`config.mk`:
```
export PLATFORM = sky130hd
export DESIGN_NAME = tpu_run_sequencer
export DESIGN_NICKNAME = d
export VERILOG_FILES = /design/src/rtl/tpu_seq_pkg.sv /design/src/rtl/tpu_addr_gen.sv /design/src/rtl/tpu_run_sequencer.sv
export SDC_FILE = /design/constraint.sdc
export NUM_CORES = 1
export LEC_CHECK = 0
export ABC_CLOCK_PERIOD_IN_PS = 4600
export CAP_MARGIN = 20
export CELL_PAD_IN_SITES_DETAIL_PLACEMENT = 0
export CELL_PAD_IN_SITES_GLOBAL_PLACEMENT = 2
export CORE_MARGIN = 5
export CORE_UTILIZATION = 30
export CTS_CLUSTER_DIAMETER = 40
export CTS_CLUSTER_SIZE = 14
export DETAILED_ROUTE_END_ITERATION = 7
export HOLD_SLACK_MARGIN = 0.06
export MAX_ROUTING_LAYER = met4
export PLACE_DENSITY_LB_ADDON = 0.1
export SYNTH_ARGS = -nofsm -noshare
export SYNTH_HDL_FRONTEND = slang
export SYNTH_SLANG_ARGS = --single-unit
```
`constraint.sdc`:
```
create_clock -name clk -period 4.6 [get_ports clk]
set_input_delay 0.92 -clock clk [delete_from_list [all_inputs] [get_ports clk]]
set_output_delay 0.92 -clock clk [all_outputs]
set_load 0.01 [all_outputs]
```
`src/rtl/tpu_seq_pkg.sv`:
```
// Shared types and sizing helpers for the TPU tile run sequencer.
package tpu_seq_pkg;

  typedef enum logic [2:0] {
    S_IDLE    = 3'd0,
    S_WPOP    = 3'd1,
    S_WRELOAD = 3'd2,
    S_RUN     = 3'd3,
    S_DONE    = 3'd4
  } seq_state_e;

  // Wide enough to reach PIPE_LAT + 2^addr_size without overflow.
  function automatic int cnt_width(input int pipe_lat, input int addr_size);
    return $clog2(pipe_lat + (1 << addr_size)) + 1;
  endfunction

endpackage

```
`src/rtl/tpu_addr_gen.sv`:
```
// Registered base + offset address generator; sum wraps modulo 2^AW.
module tpu_addr_gen #(
  parameter int AW = 10
) (
  input  logic          clk,
  input  logic          rstn,
  input  logic          load,
  input  logic [AW-1:0] base,
  input  logic [AW-1:0] offset,
  output logic [AW-1:0] addr
);

  logic [AW-1:0] addr_q;
  logic [AW-1:0] addr_d;

  always_comb begin
    addr_d = addr_q;
    if (load) addr_d = base + offset;
  end

  always_ff @(posedge clk or negedge rstn) begin
    if (!rstn) addr_q <= '0;
    else       addr_q <= addr_d;
  end

  assign addr = addr_q;

endmodule

```
`src/rtl/tpu_run_sequencer.sv`:
```
// Runs one weight-stationary tile: weight pop, array reload, UB address stream
// and result SRAM write-back, all on fixed cycle offsets from start.
module tpu_run_sequencer
  import tpu_seq_pkg::*;
#(
  parameter int ADDRESSSIZE = 10,
  parameter int MATRIX_SIZE = 128,
  parameter int PIPE_LAT    = 3 * MATRIX_SIZE
) (
  input  logic                   clk,
  input  logic                   rstn,
  input  logic                   start,
  input  logic                   abort,
  input  logic [ADDRESSSIZE-1:0] cfg_ub_base,
  input  logic [ADDRESSSIZE-1:0] cfg_res_base,
  input  logic [ADDRESSSIZE:0]   cfg_len,
  input  logic                   fifo_empty,
  output logic                   fifo_read_enable,
  output logic                   we_rl,
  output logic [ADDRESSSIZE-1:0] ub_addr,
  output logic                   ub_rd_valid,
  output logic                   res_we,
  output logic [ADDRESSSIZE-1:0] res_addr,
  output logic                   busy,
  output logic                   done
);

  localparam int AW = ADDRESSSIZE;
  localparam int CW = cnt_width(PIPE_LAT, ADDRESSSIZE);
  localparam logic [CW-1:0] PIPE_LAT_C = CW'(PIPE_LAT);
  localparam logic [AW-1:0] PIPE_LAT_A = AW'(PIPE_LAT);

  seq_state_e    state_q, state_d;
  logic [CW-1:0] cnt_q, cnt_d;
  logic [AW:0]   len_q, len_d;
  logic [AW-1:0] ub_base_q, ub_base_d;
  logic [AW-1:0] res_base_q, res_base_d;
  logic          fifo_read_enable_q, fifo_read_enable_d;
  logic          we_rl_q, we_rl_d;
  logic          ub_rd_valid_q, ub_rd_valid_d;
  logic          res_we_q, res_we_d;
  logic          busy_q, busy_d;
  logic          done_q, done_d;

  logic [CW-1:0] len_ext;
  logic [CW-1:0] last_cnt;
  logic          addr_load;
  logic [AW-1:0] res_off;

  assign len_ext  = CW'(len_q);
  assign last_cnt = PIPE_LAT_C + len_ext - CW'(1);
  assign res_off  = cnt_d[AW-1:0] - PIPE_LAT_A;

  always_comb begin
    state_d    = state_q;
    cnt_d      = cnt_q;
    len_d      = len_q;
    ub_base_d  = ub_base_q;
    res_base_d = res_base_q;

    case (state_q)
      S_IDLE: begin
        if (start && !abort) begin
          state_d    = S_WPOP;
          len_d      = cfg_len;
          ub_base_d  = cfg_ub_base;
          res_base_d = cfg_res_base;
        end
      end
      S_WPOP:    if (fifo_read_enable_q) state_d = S_WRELOAD;
      S_WRELOAD: begin
        cnt_d   = '0;
        state_d = (len_q == '0) ? S_DONE : S_RUN;
      end
      S_RUN: begin
        cnt_d = cnt_q + CW'(1);
        if (cnt_q == last_cnt) state_d = S_DONE;
      end
      S_DONE:  state_d = S_IDLE;
      default: state_d = S_IDLE;
    endcase

    if (abort) state_d = S_IDLE;

    // Outputs are registered from the next state, so each strobe lands in the
    // same cycle as the state it belongs to; the pop therefore follows the
    // first non-empty sample by one clock.
    fifo_read_enable_d = (state_d == S_WPOP) && !fifo_empty;
    we_rl_d            = (state_d == S_WRELOAD);
    ub_rd_valid_d      = (state_d == S_RUN) && (cnt_d < len_ext);
    res_we_d           = (state_d == S_RUN) && (cnt_d >= PIPE_LAT_C) &&
                         (cnt_d < PIPE_LAT_C + len_ext);
    busy_d             = (state_d != S_IDLE);
    done_d             = (state_d == S_DONE);
    addr_load          = (state_d == S_RUN);
  end

  always_ff @(posedge clk or negedge rstn) begin
    if (!rstn) begin
      state_q            <= S_IDLE;
      cnt_q              <= '0;
      len_q              <= '0;
      ub_base_q          <= '0;
      res_base_q         <= '0;
      fifo_read_enable_q <= 1'b0;
      we_rl_q            <= 1'b0;
      ub_rd_valid_q      <= 1'b0;
      res_we_q           <= 1'b0;
      busy_q             <= 1'b0;
      done_q             <= 1'b0;
    end else begin
      state_q            <= state_d;
      cnt_q              <= cnt_d;
      len_q              <= len_d;
      ub_base_q          <= ub_base_d;
      res_base_q         <= res_base_d;
      fifo_read_enable_q <= fifo_read_enable_d;
      we_rl_q            <= we_rl_d;
      ub_rd_valid_q      <= ub_rd_valid_d;
      res_we_q           <= res_we_d;
      busy_q             <= busy_d;
      done_q             <= done_d;
    end
  end

  tpu_addr_gen #(.AW(AW)) u_ub_addr (
    .clk    (clk),
    .rstn   (rstn),
    .load   (addr_load),
    .base   (ub_base_q),
    .offset (cnt_d[AW-1:0]),
    .addr   (ub_addr)
  );

  tpu_addr_gen #(.AW(AW)) u_res_addr (
    .clk    (clk),
    .rstn   (rstn),
    .load   (addr_load),
    .base   (res_base_q),
    .offset (res_off),
    .addr   (res_addr)
  );

  assign fifo_read_enable = fifo_read_enable_q;
  assign we_rl            = we_rl_q;
  assign ub_rd_valid      = ub_rd_valid_q;
  assign res_we           = res_we_q;
  assign busy             = busy_q;
  assign done             = done_q;

endmodule

```
==> run_results.csv <==
group,metric,value,unit
outcome,outcome,"complete, no violations",
floorplanning,rows,45,
grt,antenna_found_initial,0,
grt,busiest_layer,"met2",
drt,dr.pass1.iters,4,
clocking,cts_tree,"done",
timing,rsz0062_at_grt,"no",
synth,synth.net_count,513,
floorplanning,die_h,135,um
drt,drt_drc_violations_left,0,
floorplanning,start_util,0.307,
floorplanning,io_pins,62,
clocking,numCtsBuffers,9,
power,vdd_drop_max,263,uV
cells_and_area,final_cell_area,5910,sq um
cells_and_area,drive_above_1_share,0.169,
critical_path,regToRegStartpoint,"state_q[1]",
grt,grt_max_degree,73,
floorplanning,core_area,15300,sq um
synth,synth_common_cells,"72 x dfrtp_1, 46 x ha_1, 33 x mux2_2",
synth,async_reset_ff_frac,1.00,
timing,slew_viol_final,0,
synth,ys_warn_count,0,
synth,postSynthAreaPerCell,10.9,sq um
grt,grt_usage,0.140,
clocking,clockRootBuffer,"clkbuf_16",
critical_path,cp_max_fo,9,
synth,yosysSeqAreaShare,0.385,
timing,setup-tns-final,0,ps
run,timing.max_cap.violations,0,
synth,synthTopCellsByArea,"dfrtp_1 39%, ha_1 12%, mux2_2 7.9%",
synth,synth-edff-count,0,
critical_path,worstSetupStartpoint,"state_q[1]",
drt,drt_wl_total,11600,um
grt,grt_pass1_vias,3557,
floorplanning,die_area,18200,sq um
synth,yosysMostFrequentCell,"dfrtp_1",
place,place_ws,777,ps
cells_and_area,ff_latch_area,1800,sq um
clocking,postCtsHoldBufs,0,
timing,tightest_slew,569,ps
drt,wl_per_cell,16.3,um
synth,synthFlopType,"dfrtp_1",
synth,syn_inst,429,
timing,min_period,3840,ps
clocking,h-tree-depth,3,
power,power.leakage,2.68,nW
timing,setup_viol,0,
cells_and_area,fill_cells,1550,
synth,synth.top_cell.area_share,0.385,
synth,synth.distinct_cells,57,
grt,met1_usage,0.179,
cells_and_area,multiInputGateArea,2700,sq um
place,port_buffers,61,
drt,vias,3376,
timing,fin_ws,761,ps
critical_path,crit_type,"reg -> reg",
critical_path,critical_path.endpoint_type,"flip-flop",
clocking,clkLatencyLatePin,340,ps
place,placed_cell_area,5550,sq um
cells_and_area,area_growth,26.4,%
place,dp_hpwl,8680,um
place,gp_congestion,0.783,
cells_and_area,n_antenna_cell,0,
drt,ant_nets,0,
grt,grtUsageMet3,0.0287,
timing,fmax,0.260,GHz
timing,min_period_over_period,0.835,
synth,synth-seq-cells,72,
power,pwr_density_cell,386,nW/um^2
clocking,cts_resized,0,
critical_path,start_kind,"flip-flop",
floorplanning,die_w,135,um
synth,synth.largest_area_cell,"dfrtp_1",
critical_path,worstPathArrival,4070,ps
cells_and_area,final_nets,582,
clocking,cts_setup_buffers,0,
clocking,ctsLongestPathBuffers,2,
timing,relSlewSlack,0.620,
cells_and_area,final_util,0.387,
grt,grt_pass1_wl,19100,um
drt,detail_route.vias_per_cell,4.73,
timing,hold_viol_final,0,
clocking,clkTransAtPathRegs,60,ps
clocking,cts_sinks,72,
critical_path,critPathRequiredTime,4830,ps
grt,overflow,0,
drt,drtIter0Drc,158,
grt,met2_usage,0.225,
min_path,hp-class,"in -> async",
power,power.total,0.00228,W
synth,syn-cell-area,4680,sq um
timing,skew,9.57,ps
-- stage by stage --
stage | std cells | hold slack [ps]
after global placement | 697 | 492
after global routing | 714 | 527
after floorplan | 429 | 458
final | 714 | 509
after detailed placement | 697 | 495
after CTS | 713 | 511
-- kinds of logic after synthesis --
family	after synthesis	share of synthesized area
DFF	72	0.385
and+or+nand+nor	102	0.122
xor gates and xnor gates	33	0.0647
buffers and inverters	43	0.0399
adders and majority gates	48	0.132
AOI/OAI and AO/OA	79	0.118
muxes	52	0.138
-- registers in the layout (all words and copies together), names as in the netlist --
signal,cells
res_we,1
len_q,11
fifo_read_enable,1
state_q,3
ub_base_q,10
u_ub_addr.addr,10
u_res_addr.addr,10
cnt_q,12
res_base_q,10
we_rl,1
ub_rd_valid,1
busy,1
done,1
-- cells in the final DEF (no fill, tap or decap), drive strengths merged, types with 2 or more instances in the layout --
master / n
inv: 30
o41ai: 2
bufinv: 2
and4: 2
nand2: 19
nor2: 16
a211oi: 3
a21oi: 14
a21boi: 3
or3: 5
ha: 46
and3: 6
o21a: 6
clkbuf: 10
buf: 12
a31oi: 3
nor3: 13
fa: 2
a2111oi: 2
o31ai: 6
clkdlybuf4s50: 60
mux2i: 2
a21o: 12
nor4: 4
xnor2: 19
nand4: 10
xor2: 13
mux2: 50
clkinv: 3
o21ai: 18
nand2b: 3
nor2b: 8
and4b: 2
nand3: 9
dfrtp: 72
-- final timing paths --
check	end	slack (ps)	depth (start not counted)
max	u_res_addr.addr[9]	760	13
min reg2reg	ub_base_q[0]	510	1
min	cnt_q[9]	510	1
max reg2reg	u_res_addr.addr[9]	760	13
min in group clk	ub_base_q[0]	510	1
max in group asynchronous	ub_base_q[5]	3530	2
-- critical path, cell delays in order, from the launching register on --
cell	delay [ps]
dfrtp_1	420
nor2b_1	510
nand2_1	360
o31ai_1	320
buf_4	190
ha_1	230
ha_1	340
a21o_1	190
a21oi_1	220
nor2b_1	80
o21a_1	180
o41ai_1	310
xnor2_1	120
mux2_4	260
-- metal layers --
metal | up-vias | wire length, um
met4 | 0 | 125
met1 | 1613 | 5630
li1 | 1698 | -
met2 | 58 | 5510
met3 | 7 | 373
met5 | - | 0
-- area by class of cell --
class / count / area share
sequential: 72 / 0.305
clock inverter: 6 / 0.0154
timing repair buffer: 72 / 0.120
tap: 211 / 0.0447
clock buffer: 10 / 0.0404
multi-input combinational: 314 / 0.456
inverter: 29 / 0.0184
-- report_power, final --
part	switching [W]	internal, W
Clock	0.000293	0.000493
Combinational	0.000286	0.000370
Sequential	0.0000996	0.000741
Note: power is estimated with default switching activity, not from simulation.
